[config.mk]
export PLATFORM = sky130hd
export DESIGN_NAME = clk_div_prog
export DESIGN_NICKNAME = d
export VERILOG_FILES = /design/src/rtl/clk_div_prog.sv
export SDC_FILE = /design/constraint.sdc
export NUM_CORES = 1
export LEC_CHECK = 0
export CORE_MARGIN = 3
export CORE_UTILIZATION = 30
export DETAILED_ROUTE_END_ITERATION = 6
export PLACE_DENSITY = 0.43
export SLEW_MARGIN = 20
export SYNTH_ARGS = -nofsm -noshare
export SYNTH_HDL_FRONTEND = slang
export SYNTH_SLANG_ARGS = --single-unit
[constraint.sdc]
create_clock -name clk -period 3.1 [get_ports clk]
set_input_delay 0.465 -clock clk [delete_from_list [all_inputs] [get_ports clk]]
set_output_delay 0.465 -clock clk [all_outputs]
set_load 0.03 [all_outputs]
[src/rtl/clk_div_prog.sv]
// Runtime-programmable clock divider / tick generator with a shadowed divide value.
// New values take effect only on a terminal count, so clk_d never shows a runt phase.
module clk_div_prog #(
   parameter int unsigned CNT_W        = 16,
   parameter int unsigned DEFAULT_DIV  = 1,
   parameter bit          DEFAULT_MODE = 1'b0
) (
   input  logic             clk,
   input  logic             rst_n,
   input  logic             en,
   input  logic [CNT_W-1:0] div_val,
   input  logic             div_mode,
   input  logic             div_load,
   output logic             clk_d,
   output logic             tick,
   output logic             div_ack,
   output logic             pending
);

   localparam logic [CNT_W-1:0] DEF_N = CNT_W'(DEFAULT_DIV);

   logic [CNT_W-1:0] cnt_q, cnt_d;
   logic [CNT_W-1:0] act_n_q, act_n_d;
   logic [CNT_W-1:0] shd_n_q, shd_n_d;
   logic             act_mode_q, act_mode_d;
   logic             shd_mode_q, shd_mode_d;
   logic             pending_q, pending_d;
   logic             clk_d_q, clk_d_d;
   logic             tick_q, tick_d;
   logic             div_ack_q, div_ack_d;
   logic             term;

   always_comb begin
      term       = en && (cnt_q == act_n_q);
      cnt_d      = cnt_q;
      act_n_d    = act_n_q;
      act_mode_d = act_mode_q;
      shd_n_d    = shd_n_q;
      shd_mode_d = shd_mode_q;
      pending_d  = pending_q;
      div_ack_d  = 1'b0;
      tick_d     = term;

      if (term) begin
         cnt_d = '0;
      end else if (en) begin
         cnt_d = cnt_q + CNT_W'(1);
      end

      // A load coinciding with the boundary bypasses the shadow entirely.
      if (term && div_load) begin
         act_n_d    = div_val;
         act_mode_d = div_mode;
         pending_d  = 1'b0;
         div_ack_d  = 1'b1;
      end else if (term && pending_q) begin
         act_n_d    = shd_n_q;
         act_mode_d = shd_mode_q;
         pending_d  = 1'b0;
         div_ack_d  = 1'b1;
      end else if (!term && div_load) begin
         shd_n_d    = div_val;
         shd_mode_d = div_mode;
         pending_d  = 1'b1;
      end

      // Output follows the mode in force for the next cycle; pulse->square restarts low.
      if (act_mode_d) begin
         clk_d_d = term;
      end else if (act_mode_q) begin
         clk_d_d = 1'b0;
      end else if (term) begin
         clk_d_d = ~clk_d_q;
      end else begin
         clk_d_d = clk_d_q;
      end
   end

   always_ff @(posedge clk or negedge rst_n) begin
      if (!rst_n) begin
         cnt_q      <= '0;
         act_n_q    <= DEF_N;
         act_mode_q <= DEFAULT_MODE;
         shd_n_q    <= '0;
         shd_mode_q <= 1'b0;
         pending_q  <= 1'b0;
         clk_d_q    <= 1'b0;
         tick_q     <= 1'b0;
         div_ack_q  <= 1'b0;
      end else begin
         cnt_q      <= cnt_d;
         act_n_q    <= act_n_d;
         act_mode_q <= act_mode_d;
         shd_n_q    <= shd_n_d;
         shd_mode_q <= shd_mode_d;
         pending_q  <= pending_d;
         clk_d_q    <= clk_d_d;
         tick_q     <= tick_d;
         div_ack_q  <= div_ack_d;
      end
   end

   assign clk_d   = clk_d_q;
   assign tick    = tick_q;
   assign div_ack = div_ack_q;
   assign pending = pending_q;

endmodule

==> results.cfg, run 1 <==
[clocking]
h-tree-depth = 2
root_buffer = clkbuf_8
cts_resized = 0
cts_tree = yes
post_cts_buffers = 0
ctsHoldBuffers = 1
clk_path_buf_depth = 2
cts_made_buffers = 5
clkLatencyLatePin_ps = 310
clk_pin_slew_ps = 110
clock-sinks = 54

[yosys]
syn-cell-area_um2 = 2748
yosys_warnings = 0
syn_inst = 245
syn_area_per_cell_um2 = 11.21
synth_edf_count = 0
synthArstFlopShare = 1.000
syn_nets = 267
synth_flop_cell = dfrtp_1
yosys_register_bits = 54
ys_types = 40
ys_seq_area_frac = 0.4923

[sta]
rsz0062_at_grt = no
fmax_mhz = 456.1
slew_violations = 0
setup_slack_ps = 907.7
setup-tns-final_ps = 0
finalClockSkew_ps = 11.57
worstMarginPinSlew_ps = 592.8
hold_viol = 0
final-setup-viol-count = 0
min_period_ps = 2192
max-slew-margin-rel = 0.6011
period_share = 0.7072

[floorplan]
core_um2 = 8806
ioPinCount = 25
rows = 34
die_w_um = 101.7
initial_core_util = 0.3120
dieHeight_um = 101.7
die_area_um2 = 10340

[power_and_ir_drop]
p_sw_mw = 0.7231
p_clk_frac = 0.194
peakVddDrop_mv = 0.2109
combPwrFrac = 0.317
powerDensity_nw_per_um2 = 661.4
power.leakage_nw = 1.404
internal_power_mw = 1.393
swShare = 0.3417
pwr-share-seq = 0.489

[layout]
multiInputGateArea_um2 = 1301
utilization = 0.3633
area_delta_synth_final_pct = 16.44
layout-drive-gt1-share = 0.1927
ff_latch_area_um2 = 1353
num-fill-cells = 886
antenna_cells = 0
fin_nets = 296

[detailed_routing]
wire_per_inst_um = 15.47
vias = 1814
ant_nets = 0
drt_wl_total_mm = 5.926
via_per_inst = 4.736
first_iter_violations = 58
drc_errors = 0
first_pass_iters = 4

[run_status]
status = finished, final reports clean

[job]
drv_cap = 0

[setup_path]
cp-startpoint = cnt_q[1]
arrival_ps = 2400
crit_chain = xor2_1, nor4_4, nand3_4, o21ai_4, buf_4, mux2_2
required_ps = 3310
cp_slowest_cell = dfrtp_1
r2r-end = shd_n_q[14]
cp-start-kind = register
r2r_slack_ps = 910
cp_slowest_stage_delay_ps = 440
endpoint_kind = register
worstRegToRegCells = 6
critPathKind = register to register
endpoint = shd_n_q[14]
path_max_fanout = 17
r2r_start = cnt_q[1]

[placement]
gp_congestion = 0.7417
dpl.hpwl_mm = 4.151
dp_slack_ps = 652.7
port-buffer-count = 24

[min_path]
hold_path_class = register to register

[global_routing]
track_usage = 0.1241
grt_pass1_wl_mm = 9.929
antenna_found_initial = 0
grt_pass1_vias = 1846
grt_max_degree = 33
overflow = 0
==> how the worst min path moves through the flow <==
stage,slack (ps),cells after the start,from,endpoint
3_3_place_gp,320,1,rst_n,cnt_q[11]
2_1_floorplan,170,0,rst_n,act_mode_q
5_1_grt,540,1,shd_n_q[0],shd_n_q[0]
3_5_place_dp,320,1,rst_n,cnt_q[11]
4_1_cts,510,1,shd_n_q[0],shd_n_q[0]
6_report,500,1,shd_n_q[0],shd_n_q[0]
==> power by group through the flow <==
stage	Sequential [mW]	Combinational (mW)	Clock, mW
floorplan	1.01	0.532	0
global placement	1.05	0.675	0
detailed placement	1.05	0.684	0
CTS	1.03	0.687	0.428
global route	1.06	0.746	0.454
finish	1.03	0.670	0.411
==> cell usage after synthesis, drive strengths merged, types with 4 or more instances <==
cell,count,area share
xor2,20,0.064
nor4,4,0.020
nand2,25,0.034
mux2,17,0.082
buf,6,0.018
nor3,4,0.011
inv,4,0.0055
xnor2,10,0.032
o21ai,18,0.037
nand2b,4,0.0091
dfrtp,53,0.48
nor2,33,0.046
nand4,6,0.014
a2bb2oi,16,0.067
clkbuf,5,0.010
==> cell usage in the layout (no fill, tap or decap), types with 3 or more instances in the layout <==
master	netlist	final
a2bb2oi_1	9	9
a2bb2oi_2	7	7
buf_4	0	8
clkbuf_8	1	5
clkdlybuf4s50_1	0	23
dfrtp_1	53	53
inv_1	4	4
mux2_2	8	8
mux2_4	9	9
nand2_1	25	25
nand2b_1	4	4
nand4_1	6	6
nor2_1	32	32
nor3_1	3	3
o21ai_0	17	17
o22ai_1	3	3
xnor2_1	10	10
xor2_1	20	20
==> final cells by class <==
class,count,area share
Clock buffer,5,0.02151
Clock inverter,3,0.006648
Inverter,4,0.004693
Multi-Input combinational cell,176,0.4067
Sequential cell,54,0.4228
Tap cell,108,0.04224
Timing Repair Buffer,33,0.09542
==> stage by stage <==
stage                     instance area, um2  hold slack, ps  power (mW)  cells
after floorplan                         2748           169.4       1.546    245
after CTS                               3199           507.4       2.150    383
final                                   3199           500.8       2.116    383
after global routing                    3199           537.6       2.263    383
after global placement                  3099           321.0       1.725    374
after detailed placement                3099           319.6       1.731    374
==> cell families (layout without fill, tap and decap cells) <==
family / count (synthesis) / count (layout) / synth area share
AO/OA/AOI/OAI: 39 / 39 / 0.1179
XOR/XNOR: 30 / 30 / 0.09563
adder cells (fa/ha/maj): 1 / 1 / 0.004553
buffers and inverters: 15 / 45 / 0.03415
flip-flops: 54 / 54 / 0.4923
multiplexers: 19 / 19 / 0.08925
AND/OR/NAND/NOR: 87 / 87 / 0.1662
==> sequential cells by signal, indices dropped and copies added (netlist names) <==
register,count
act_mode_q,1
act_n_q,16
clk_d,1
cnt_q,16
div_ack,1
pending,1
shd_mode_q,1
shd_n_q,16
tick,1
==> critical path: cells and delay by family, from the launching register on <==
family	cells	cell delay, ps
xor+xnor	1	210
buf+inv	1	300
mux	1	370
flops	1	440
simple gates	2	590
compound gates	1	170
==> layer usage <==
layer	wire length [um]	track usage	vias up
met1	3135	0.1890	884
met2	2597	0.1826	24
met3	132	0.02066	5
li1	-	-	901
met5	0	0	-
met4	61	0.03067	0
Note: power is estimated with default switching activity, not from simulation.
==> inputs of run 2 (changes only) <==
==> constraint.sdc (replaced) <==
create_clock -name clk -period 2.2 [get_ports clk]
set_input_delay 0.33 -clock clk [delete_from_list [all_inputs] [get_ports clk]]
set_output_delay 0.33 -clock clk [all_outputs]
set_load 0.03 [all_outputs]
==> results.cfg, run 2 (synthesis results as in run 1) <==
[setup_path]
required_ps = 2400
r2r_slack_ps = 140
cp-startpoint = cnt_q[6]
r2r_start = cnt_q[6]
critPathKind = register to register
worstRegToRegCells = 6
arrival_ps = 2260
r2r-end = shd_mode_q
path_max_fanout = 17
cp-start-kind = register
endpoint_kind = register

[sta]
max-slew-margin-rel = 0.7552
rsz0062_at_grt = no
min_period_ps = 2061
setup-tns-final_ps = 0
hold_ws_ps = 455.6
fmax_mhz = 485.2
slew_violations = 0
period_share = 0.9368
setup_slack_ps = 138.9
worstMarginPinSlew_ps = 365.8
hold_viol = 0
finalClockSkew_ps = 9.831
final-setup-viol-count = 0

[detailed_routing]
via_per_inst = 4.701
drc_errors = 0
drt_wl_total_mm = 5.811
first_pass_iters = 4
first_iter_violations = 57
ant_nets = 0
wire_per_inst_um = 14.86
vias = 1838

[clocking]
cts_made_buffers = 5
h-tree-depth = 2
clk_path_buf_depth = 2
clock-sinks = 54
post_cts_buffers = 0
root_buffer = clkbuf_8
clk_pin_slew_ps = 100
cts_tree = yes
clkLatencyLatePin_ps = 300

[power_and_ir_drop]
peakVddDrop_mv = 0.3097
power.leakage_nw = 1.466
powerDensity_nw_per_um2 = 941.0

[placement]
port-buffer-count = 24
dp_slack_ps = 42.18
dp_cells = 382
dpl.hpwl_mm = 4.171
gp_congestion = 0.7353

[run_status]
status = finished, final reports clean

[layout]
layout-drive-gt1-share = 0.2120
layout.cells.most_common = dfrtp_1
layoutNonFillerInstCount = 391
area_delta_synth_final_pct = 20.67
top_regs = act_n_q (16), cnt_q (16), shd_n_q (16)
fin_nets = 304
layout_common_cells = 53 x dfrtp_1, 32 x nor2_1, 25 x nand2_1, 23 x clkdlybuf4s50_1, 20 x xor2_1
antenna_cells = 0

[floorplan]
initial_core_util = 0.3120
rows = 34
die_w_um = 101.7
core_um2 = 8806
die_area_um2 = 10340
ioPinCount = 25
dieHeight_um = 101.7

[min_path]
hold_path_class = input port to async pin

[global_routing]
grt_max_degree = 42
overflow = 0
grt_pass1_vias = 1835
antenna_found_initial = 0
grt_pass1_wl_mm = 9.846
track_usage = 0.1224

[job]
drv_cap = 0
run 2: changes by cell type in the layout (fill, tap and decap cells not counted):
cell and delta:
buf_4 +5, buf_12 +3, clkbuf_1 +2, bufinv_16 +1
clkinv_2 -1, clkinv_4 -1, clkinvlp_4 -1, nand2b_1 -1
nand2b_2 +1
run 2: area by class of cell:
class	instances	area, um2
Clock inverter	1	30.03
Timing Repair Buffer	41	402.9
Sequential cell	54	1353
Tap cell	108	135.1
Inverter	4	15.01
Clock buffer	7	76.32
Multi-Input combinational cell	176	1304
Fill cell	863	5490
run 2: timing repair:
action,4_1_cts,5_1_grt
hold endpoints to repair,13,0
hold buffers,1,0
resized for setup,0,1
endpoints found under the setup margin,0,1
run 2: stage by stage:
stage / area, um2 / power [mW] / utilization
after global routing: 3316 / 3.338 / 0.3765
final: 3316 / 3.120 / 0.3765
after detailed placement: 3197 / 2.490 / 0.3630
after floorplan: 2748 / 2.178 / -
after CTS: 3313 / 3.173 / 0.3762
after global placement: 3197 / 2.486 / 0.3630
run 2: how the worst max path moves through the flow:
stage,endpoint,cells after the start
final,shd_mode_q,6
after floorplan,shd_n_q[10],6
after detailed placement,shd_n_q[13],6
after global routing,shd_n_q[13],6
after CTS,shd_n_q[13],6
after global placement,shd_n_q[14],6
run 2: worst max-delay path, stage by stage (launching register included):
cell	delay, ps
dfrtp_1	460
xor2_1	190
nor4_4	360
nand3_4	190
o21ai_4	210
buf_12	190
mux2_2	340
run 2: report_power, final:
group	internal (mW)	switching, mW	total, mW	leakage, nW
Combinational	0.551	0.453	1.00	0.738
Clock	0.341	0.320	0.662	0.0524
Sequential	1.23	0.224	1.45	0.675
run 2: routing by layer:
layer | global-route usage | wire [um] | vias to the layer above
li1 | - | - | 919
met1 | 0.1826 | 3041 | 891
met2 | 0.1791 | 2562 | 24
met3 | 0.02342 | 163 | 4
met4 | 0.03681 | 44 | 0
met5 | 0 | 0 | -
